===== config.mk =====
export PLATFORM = sky130hd
export DESIGN_NAME = axi_ddr3_traffic_gen
export DESIGN_NICKNAME = d
export VERILOG_FILES = /design/src/rtl/axi_ddr3_traffic_gen.sv
export SDC_FILE = /design/constraint.sdc
export NUM_CORES = 1
export LEC_CHECK = 0
export BUFFER_PORTS_ARGS = -buffer_cell sky130_fd_sc_hd__buf_2
export CAP_MARGIN = 20
export CORE_MARGIN = 5
export CORE_UTILIZATION = 35
export DETAILED_ROUTE_END_ITERATION = 10
export MAX_ROUTING_LAYER = met4
export PLACE_DENSITY = 0.64
export SLEW_MARGIN = 40
export SYNTH_ARGS = -nofsm -noshare
export SYNTH_HDL_FRONTEND = slang
export SYNTH_SLANG_ARGS = --single-unit
export TNS_END_PERCENT = 10

===== constraint.sdc =====
create_clock -name clock -period 6.3 [get_ports clock]
set_clock_uncertainty 0.05 [all_clocks]
set_input_delay 1.26 -clock clock [delete_from_list [all_inputs] [get_ports clock]]
set_output_delay 1.26 -clock clock [all_outputs]
set_load 0.005 [all_outputs]

===== src/rtl/axi_ddr3_traffic_gen.sv =====
// axi_ddr3_traffic_gen: AXI4 write/read-back traffic generator.
// Writes NUM_BURSTS INCR bursts of LFSR data. It then reads them back,
// counts bad responses and data mismatches, and reports pass/fail.
// Optional backpressure: define TRAFFIC_GEN_THROTTLE_EN to gate wvalid
// (between beats) and rready with a free-running 3-bit LFSR.
// Handshake rule on every channel: a transfer happens on a rising clock edge
// where valid and ready are both high. A valid, once raised, holds its payload
// stable until that edge.
module axi_ddr3_traffic_gen #(
  parameter int               WIDTH      = 32,
  parameter int               ADDRS      = 27,
  parameter int               REQID      = 4,
  parameter int               BURST_LEN  = 4,
  parameter int               NUM_BURSTS = 16,
  parameter logic [ADDRS-1:0] BASE_ADDR  = '0,
  parameter logic [31:0]      SEED       = 32'hACE1_2345
) (
  input  logic               clock,
  input  logic               reset_n,
  input  logic               start_i,
  output logic               busy_o,
  output logic               done_o,
  output logic               pass_o,
  output logic [15:0]        errors_o,
  output logic               axi_awvalid_o,
  input  logic               axi_awready_i,
  output logic [ADDRS-1:0]   axi_awaddr_o,
  output logic [REQID-1:0]   axi_awid_o,
  output logic [7:0]         axi_awlen_o,
  output logic [1:0]         axi_awburst_o,
  output logic               axi_wvalid_o,
  input  logic               axi_wready_i,
  output logic               axi_wlast_o,
  output logic [WIDTH/8-1:0] axi_wstrb_o,
  output logic [WIDTH-1:0]   axi_wdata_o,
  input  logic               axi_bvalid_i,
  output logic               axi_bready_o,
  input  logic [1:0]         axi_bresp_i,
  input  logic [REQID-1:0]   axi_bid_i,
  output logic               axi_arvalid_o,
  input  logic               axi_arready_i,
  output logic [ADDRS-1:0]   axi_araddr_o,
  output logic [REQID-1:0]   axi_arid_o,
  output logic [7:0]         axi_arlen_o,
  output logic [1:0]         axi_arburst_o,
  input  logic               axi_rvalid_i,
  output logic               axi_rready_o,
  input  logic               axi_rlast_i,
  input  logic [1:0]         axi_rresp_i,
  input  logic [REQID-1:0]   axi_rid_i,
  input  logic [WIDTH-1:0]   axi_rdata_i,
  output logic [2:0]         dbg_state_o
);

  localparam int NW          = WIDTH / 32;
  localparam int BURST_BYTES = BURST_LEN * WIDTH / 8;

  typedef enum logic [2:0] {
    S_IDLE    = 3'd0,
    S_WR_ADDR = 3'd1,
    S_WR_DATA = 3'd2,
    S_WR_RESP = 3'd3,
    S_RD_ADDR = 3'd4,
    S_RD_DATA = 3'd5,
    S_DONE    = 3'd6
  } state_t;

  state_t           state;
  logic [15:0]      burst_n;
  logic [ADDRS-1:0] burst_addr;
  logic [31:0]      lfsr;
  logic [7:0]       beat_cnt;
  logic             gate;

  // Galois LFSR, x^32+x^22+x^2+x+1, shifting right.
  function automatic logic [31:0] lfsr_step(input logic [31:0] s);
    return s[0] ? ((s >> 1) ^ 32'h8020_0003) : (s >> 1);
  endfunction

  // One beat is NW consecutive LFSR words, word 0 in the LSBs.
  function automatic logic [WIDTH-1:0] beat_of(input logic [31:0] s);
    logic [31:0]      w;
    logic [WIDTH-1:0] r;
    w = s;
    r = '0;
    for (int i = 0; i < NW; i++) begin
      r[i*32 +: 32] = w;
      w = lfsr_step(w);
    end
    return r;
  endfunction

  function automatic logic [31:0] lfsr_adv(input logic [31:0] s);
    logic [31:0] w;
    w = s;
    for (int i = 0; i < NW; i++) w = lfsr_step(w);
    return w;
  endfunction

`ifdef TRAFFIC_GEN_THROTTLE_EN
  logic [2:0] thr;
  // Free-running 3-bit LFSR (x^3+x^2+1); holds valid/ready low on 2 of 7 states.
  always_ff @(posedge clock or negedge reset_n) begin
    if (!reset_n) thr <= 3'b001;
    else          thr <= {thr[1:0], thr[2] ^ thr[1]};
  end
  assign gate = (thr[1:0] == 2'b01);
`else
  assign gate = 1'b0;
`endif

  logic [REQID-1:0] cur_id;
  logic             last_burst, last_beat, b_hs, r_hs, b_bad, r_bad, err_hit;
  logic [WIDTH-1:0] cur_beat;
  logic [15:0]      errors_next;

  // Per-cycle response checks and the saturating error increment.
  always_comb begin
    cur_id      = REQID'(burst_n);
    last_burst  = (burst_n == 16'(NUM_BURSTS - 1));
    last_beat   = (beat_cnt == 8'(BURST_LEN - 1));
    cur_beat    = beat_of(lfsr);
    b_hs        = axi_bvalid_i && axi_bready_o;
    r_hs        = axi_rvalid_i && axi_rready_o;
    b_bad       = (axi_bresp_i != 2'b00) || (axi_bid_i != cur_id);
    r_bad       = (axi_rdata_i != cur_beat) || (axi_rresp_i != 2'b00) ||
                  (axi_rid_i != cur_id) || (axi_rlast_i != last_beat);
    err_hit     = ((state == S_WR_RESP) && b_hs && b_bad) ||
                  ((state == S_RD_DATA) && r_hs && r_bad);
    errors_next = errors_o;
    if (err_hit && (errors_o != 16'hFFFF)) errors_next = errors_o + 16'd1;
  end

  assign dbg_state_o = state;

  // Main run sequencer; every output is a register written here.
  always_ff @(posedge clock or negedge reset_n) begin
    if (!reset_n) begin
      state         <= S_IDLE;
      burst_n       <= '0;
      burst_addr    <= '0;
      lfsr          <= '0;
      beat_cnt      <= '0;
      busy_o        <= 1'b0;
      done_o        <= 1'b0;
      pass_o        <= 1'b0;
      errors_o      <= '0;
      axi_awvalid_o <= 1'b0;
      axi_awaddr_o  <= '0;
      axi_awid_o    <= '0;
      axi_awlen_o   <= '0;
      axi_awburst_o <= '0;
      axi_wvalid_o  <= 1'b0;
      axi_wlast_o   <= 1'b0;
      axi_wstrb_o   <= '0;
      axi_wdata_o   <= '0;
      axi_bready_o  <= 1'b0;
      axi_arvalid_o <= 1'b0;
      axi_araddr_o  <= '0;
      axi_arid_o    <= '0;
      axi_arlen_o   <= '0;
      axi_arburst_o <= '0;
      axi_rready_o  <= 1'b0;
    end else begin
      done_o   <= 1'b0;
      errors_o <= errors_next;
      case (state)
        S_IDLE: begin
          if (start_i) begin
            errors_o   <= '0;
            pass_o     <= 1'b0;
            burst_n    <= '0;
            burst_addr <= BASE_ADDR;
            lfsr       <= SEED;
            busy_o     <= 1'b1;
            state      <= S_WR_ADDR;
          end
        end
        S_WR_ADDR: begin
          if (!axi_awvalid_o) begin
            axi_awvalid_o <= 1'b1;
            axi_awaddr_o  <= burst_addr;
            axi_awid_o    <= cur_id;
            axi_awlen_o   <= 8'(BURST_LEN - 1);
            axi_awburst_o <= 2'b01;
          end else if (axi_awready_i) begin
            axi_awvalid_o <= 1'b0;
            axi_wvalid_o  <= 1'b1;
            axi_wdata_o   <= cur_beat;
            axi_wstrb_o   <= '1;
            axi_wlast_o   <= (BURST_LEN == 1);
            beat_cnt      <= '0;
            state         <= S_WR_DATA;
          end
        end
        S_WR_DATA: begin
          if (axi_wvalid_o && axi_wready_i) begin
            lfsr <= lfsr_adv(lfsr);
            if (last_beat) begin
              axi_wvalid_o <= 1'b0;
              axi_wlast_o  <= 1'b0;
              axi_bready_o <= 1'b1;
              state        <= S_WR_RESP;
            end else begin
              beat_cnt     <= beat_cnt + 8'd1;
              axi_wdata_o  <= beat_of(lfsr_adv(lfsr));
              axi_wlast_o  <= ((beat_cnt + 8'd1) == 8'(BURST_LEN - 1));
              axi_wvalid_o <= !gate;
            end
          end else if (!axi_wvalid_o && !gate) begin
            axi_wvalid_o <= 1'b1;
          end
        end
        S_WR_RESP: begin
          if (b_hs) begin
            axi_bready_o <= 1'b0;
            if (last_burst) begin
              burst_n    <= '0;
              burst_addr <= BASE_ADDR;
              lfsr       <= SEED;
              state      <= S_RD_ADDR;
            end else begin
              burst_n    <= burst_n + 16'd1;
              burst_addr <= burst_addr + ADDRS'(BURST_BYTES);
              state      <= S_WR_ADDR;
            end
          end
        end
        S_RD_ADDR: begin
          if (!axi_arvalid_o) begin
            axi_arvalid_o <= 1'b1;
            axi_araddr_o  <= burst_addr;
            axi_arid_o    <= cur_id;
            axi_arlen_o   <= 8'(BURST_LEN - 1);
            axi_arburst_o <= 2'b01;
          end else if (axi_arready_i) begin
            axi_arvalid_o <= 1'b0;
            axi_rready_o  <= !gate;
            beat_cnt      <= '0;
            state         <= S_RD_DATA;
          end
        end
        S_RD_DATA: begin
          axi_rready_o <= !gate;
          if (r_hs) begin
            lfsr <= lfsr_adv(lfsr);
            if (last_beat) begin
              axi_rready_o <= 1'b0;
              if (last_burst) begin
                busy_o <= 1'b0;
                done_o <= 1'b1;
                pass_o <= (errors_next == 16'd0);
                state  <= S_DONE;
              end else begin
                burst_n    <= burst_n + 16'd1;
                burst_addr <= burst_addr + ADDRS'(BURST_BYTES);
                state      <= S_RD_ADDR;
              end
            end else begin
              beat_cnt <= beat_cnt + 8'd1;
            end
          end
        end
        S_DONE:  state <= S_IDLE;
        default: state <= S_IDLE;
      endcase
    end
  end

endmodule


* After elaboration in Yosys (flattened, before gate mapping)
Index checks and enable logic that the tools add are counted.
Storage, ports and cells: register bits 210, word-level logic and storage cells 182, output and inout port bits 146
Operators by class: eq/ne operators 27, reductions and logical operators 37, mux-type cells 86, add/sub/neg operators 4, bitwise logic cells 3
Operator list (count):
- 2-to-1 mux 32 bit | 10
- 2-to-1 mux 27 bit | 6
- 2-to-1 mux 16 bit | 9
- one-hot mux 32 bit (4 select lines) | 1
- one-hot mux 27 bit (3 select lines) | 1
- one-hot mux 32 bit (2 select lines) | 1
- 2-to-1 mux 8 bit | 7
- one-hot mux 16 bit (3 select lines) | 1
- 2-to-1 mux 3 bit | 11
- adder 16 x 1 -> 16 bit, second input constant | 2
- != test 32 bit | 1
- one-hot mux 8 bit (4 select lines) | 1
- 2-to-1 mux 1 bit | 30
- != test 2 bit, second input constant | 14
- adder 27 x 5 -> 27 bit, second input constant | 1
- one-hot mux 3 bit (6 select lines) | 1
- == test 16 x 4 -> 1 bit, second input constant | 1
- == test 8 x 2 -> 1 bit, second input constant | 2
- logical NOT 16 bit | 1
- != test 16 bit, second input constant | 1
- one-hot mux 1 bit (2 select lines) | 6
- AND reduction 6 bit | 2
- nonzero test 2 bit | 6
- AND reduction 10 bit | 1
- other kinds (19) | 40

* Logic depth before layout (Yosys ltp)
depth after elaboration 13, gate-level depth with buffers 11

* Worst setup path before layout
No wires, ideal clock.
path type input-to-reg, from in axi_rdata_i[19], to reg pass_o, path buffers 1, arrival 2.797 ns, stages on the path 9, data required time 6.158 ns, slack 3.362 ns, cells stage by stage xor2_1 or3_1 and4bb_1 nand4_4 and2_4 buf_6 nor4_4 o21ai_1 o31ai_2
Between the ends: longest elaborated chain between the ends 13
Ends and longest elaborated chain:
- start, declared | RTL line 51 | input logic [WIDTH-1:0] axi_rdata_i,
- != test 32 bit | RTL line 126 | r_bad = (axi_rdata_i != cur_beat) || (axi_rresp_i != 2'b00) ||
- logical OR 1 bit (2 in series) | RTL line 126
- logical OR 1 bit | RTL line 127 | (axi_rid_i != cur_id) || (axi_rlast_i != last_beat);
- logical AND 1 bit | RTL line 129 | ((state == S_RD_DATA) && r_hs && r_bad);
- logical OR 1 bit | RTL line 128 | err_hit = ((state == S_WR_RESP) && b_hs && b_bad) ||
- logical AND 1 bit | RTL line 131 | if (err_hit && (errors_o != 16'hFFFF)) errors_next = errors_o + 16'd1;
- 2-to-1 mux 16 bit | RTL line 131
- logical NOT 16 bit | RTL line 252 | pass_o <= (errors_next == 16'd0);
- 2-to-1 mux 1 bit | RTL line 249 | if (last_burst) begin
- 2-to-1 mux 1 bit | RTL line 247 | if (last_beat) begin
- 2-to-1 mux 1 bit | RTL line 245 | if (r_hs) begin
- one-hot mux 1 bit (2 select lines) | RTL line 167 | case (state)
- end signal, assigned | RTL line 252
- end, declared | RTL line 23 | output logic pass_o,
Every way passes these cells. The select of a mux whose other input is x is not followed. A chain may end at the register's enable or synchronous reset.

* Worst setup path after layout
from reg state[1], in the netlist dbg_state_o[1], to reg axi_wdata_o[21]
Between the ends: longest elaborated chain between the ends 3
Ends and longest elaborated chain:
- start, declared | RTL line 68 | state_t state;
- start signal, assigned | RTL line 139 | state <= S_IDLE;
- start signal, assigned | RTL line 176 | state <= S_WR_ADDR;
- start signal, assigned | RTL line 193 | state <= S_WR_DATA;
- == test 3 x 2 -> 1 bit / == test 3 x 1 -> 1 bit (equally long branches) | RTL line 167
- != test 2 bit (no line) / nonzero test 2 bit (equally long branches)
- AND reduction 5 bit (no line)
- end signal, assigned | RTL line 189 | axi_wdata_o <= cur_beat;
- end signal, assigned | RTL line 206 | axi_wdata_o <= beat_of(lfsr_adv(lfsr));
- end, declared | RTL line 35 | output logic [WIDTH-1:0] axi_wdata_o,
Several ways; a longest one is shown, not always the timed one.

==> summary.md <==
| Metric | Value |
|---|---|
| Most frequent cells in the layout | `196 x dfrtp_1, 175 x buf_2, 141 x nand2_1` |
| Status | `completed` |
| Crit-path max FO | `64` |
| XOR/XNOR Fraction of Synth Area | `0.0808` |
| Clock slew at reported path FFs | `80 ps` |
| Design Area, Final | `11,700 sq um` |
| Critical path required time | `6620 ps` |
| Fill count | `2,767` |
| Fin crit period | `3180 ps` |
| Final Routed Wirelength | `25,700 um` |
| R2R depth | `9` |
| Unrepaired setup endpoints after global routing | `no` |
| Max Cap Viol | `0` |
| Power Dens Cells | `364 nW/um^2` |
| Placed insts | `1,484` |
| Adder-Cell Fraction of Synth Area | `0.00635` |
| LEAKAGE | `5.70 nW` |
| Fmax | `314 MHz` |
| Drt wl/cell | `16.9 um` |
| CTS tree | `done` |
| First-pass DRT Iterations | `5` |
| Share of post-route cells with drive strength above 1 | `0.270` |
| Mean area per synthesized cell | `10.1 sq um` |
| Slew @ Worst Pin | `645 ps` |
| CTS resizes | `0` |
| DIE AREA | `31,600 sq um` |
| Async SR Flop Fraction | `1.00` |
| Die Wd | `178 um` |
| DRC violations left | `0` |
| FP Rows | `61` |
| Hold_buf cts | `0` |
| H-tree levels | `4` |
| Vias | `7,471` |
| P&R area growth vs syn | `18.4%` |
| Critical Path Start Type | `flip-flop` |
| DP HPWL | `18,400 um` |
| Initial Utilization | `0.355` |
| Worst Hold Class | `reg -> reg` |
| Crit. End Element | `flip-flop` |
| Net count, final | `1,183` |
| Ys flop type | `dfrtp_1` |
| Num ports | `199` |
| Most common cell after layout, fill and taps aside | `dfrtp_1` |
| Worst setup path category | `reg -> reg` |
| Number of synthesis warnings | `0` |
| GR Overflow Total | `0` |
| Crit path DAT | `3500 ps` |
| Register area share after synthesis | `0.498` |
| Global-route wire length before repair | `40,900 um` |
| Sinks on Clock Net | `196` |
| Main combinational cell family by area after synthesis | `simple AND/OR/NAND/NOR gates` |
| Die Height | `178 um` |
| Simple-Gate Fraction of Synth Area | `0.198` |
| R2R setup slack | `3120 ps` |
| Cells after Synth | `973` |
| Worst VDD drop | `0.226 mV` |
| Clock root cell | `clkbuf_16` |
| Final setup vio count | `0` |
| Fin. max-slew vios | `0` |
| Vias in the first global route | `7,394` |
| CTS Buf Count | `17` |
| Total GRT Usage | `0.168` |
| Largest net degree at the start of global routing | `117` |
| EDFF count, synth | `0` |
| Relative slew slack | `0.566` |
| Setup_tns | `0 ps` |
| Vias per cell | `4.92` |
| Worst skew pair latency | `440 ps` |
| Yosys cell types | `66` |
| Final period util | `0.505` |
| Final Wtd Congestion | `0.855` |
| Clock Tree Buf Depth | `2` |
| Compound-Gate Fraction of Synth Area | `0.0755` |
| Placed inst area | `11,000 sq um` |
| Final Non-Filler Cells | `1,518` |
| Yosys reg bits | `196` |
| Drt first-iter violations | `430` |
| Min-Delay Path Depth | `2` |
| Core footprint | `27,800 sq um` |
| Post-Syn Area | `9860 sq um` |
| Post-synthesis mux area share | `0.0963` |
| Final Hold Fails | `0` |
| Port Buf Inserts | `176` |
| Initial antenna violation count | `2` |
| Post-route antenna net violation count | `0` |
| Setup Buffers After CTS | `0` |
[stage by stage]
step	hold slack, ps	setup WS (ps)	util	power (mW)
final	429	3120	0.420	4.25
after global routing	458	2930	0.420	4.54
after CTS	434	3130	0.420	4.31
after detailed placement	415	2880	0.397	3.11
after global placement	406	2960	0.395	3.08
after floorplan	419	3360	-	2.63
[synthesized netlist by cell type, types with 3 or more instances]
cell	number	area, sq um
xor2_1	43	377
a21o_1	4	30.0
nand3_1	51	255
buf_4	30	225
o21ai_0	68	340
a211oi_1	4	30.0
or2_1	3	18.8
o31ai_1	6	45.0
nand2b_1	9	56.3
nor4_1	5	31.3
buf_2	14	70.1
and2_1	7	43.8
nand4_1	22	138
or3_1	6	37.5
mux2i_1	33	330
ha_1	5	62.6
nand2_1	141	529
a31oi_1	7	43.8
and4_1	6	52.6
a21oi_1	14	70.1
xnor2_1	48	420
nor3_1	9	45.0
or2_2	6	37.5
nor2_1	77	289
clkbuf_1	25	93.8
dfrtp_1	196	4900
and3_1	16	100
buf_1	4	15.0
mux2_2	55	619
inv_1	8	30.0
nor3_2	5	50.1
o21ai_1	3	15.0
[area by class of cell]
type	count	area, sq um	share of cell area
Sequential cell	196	4900	0.420
Clock buffer	17	425	0.0364
Multi-Input combinational cell	716	4620	0.396
Timing Repair Buffer	186	983	0.0842
Tap cell	378	473	0.0405
Clock inverter	15	229	0.0196
Antenna cell	2	5.00	0.000429
Inverter	8	30.0	0.00257
[metal layers]
layer,vias up,share of wire,track usage
li1,3610,-,-
met2,182,0.50,0.270
met3,26,0.041,0.0303
met1,3653,0.43,0.215
met4,0,0.027,0.0596
met5,-,0,-
[path summary, 6_finish.rpt]
path | end | start
setup / recovery | axi_wdata_o[21] | dbg_state_o[1]
hold / removal | axi_wdata_o[13] | axi_wdata_o[13]
setup reg to reg | axi_wdata_o[21] | dbg_state_o[1]
hold reg to reg | axi_wdata_o[13] | axi_wdata_o[13]
max in group asynchronous | cur_beat[21] | reset_n
min in group asynchronous | axi_arid_o[1] | reset_n
[registers in the layout, summed over array words and instances (netlist names), 3 cells and up]
name	count
axi_arid_o	4
dbg_state_o	3
axi_awid_o	4
axi_wdata_o	32
cur_beat	32
axi_araddr_o	23
axi_awaddr_o	23
beat_cnt	8
burst_addr	23
burst_n	16
errors_o	16
[power by group]
group / internal, mW / leakage (nW) / total (mW) / switching, mW
Clock: 0.565 / 0.309 / 1.18 / 0.613
Sequential: 1.46 / 2.62 / 1.74 / 0.273
Combinational: 0.502 / 2.76 / 1.34 / 0.834
Total: 2.53 / 5.70 / 4.25 / 1.72
[logic make-up (layout without fill, tap and decap cells)]
family                     Yosys count  after routing
other                                1             24
AOI/OAI and AO/OA                  124            124
muxes                               88             88
and+or+nand+nor                    386            386
buffers and inverters               82            226
xor gates and xnor gates            91             91
DFF                                196            196
adders and majority gates            5              5
[worst max-delay path: stages (launching register included)]
cell and delay (ps):
dfrtp_1 720, nand2b_1 240, nor2_4 430, buf_4 480, nand3_1 240, nor2_1 220
nor2_4 40, buf_4 300, a211oi_1 260, a21o_1 120
Power figures use the tool's default switching activity.
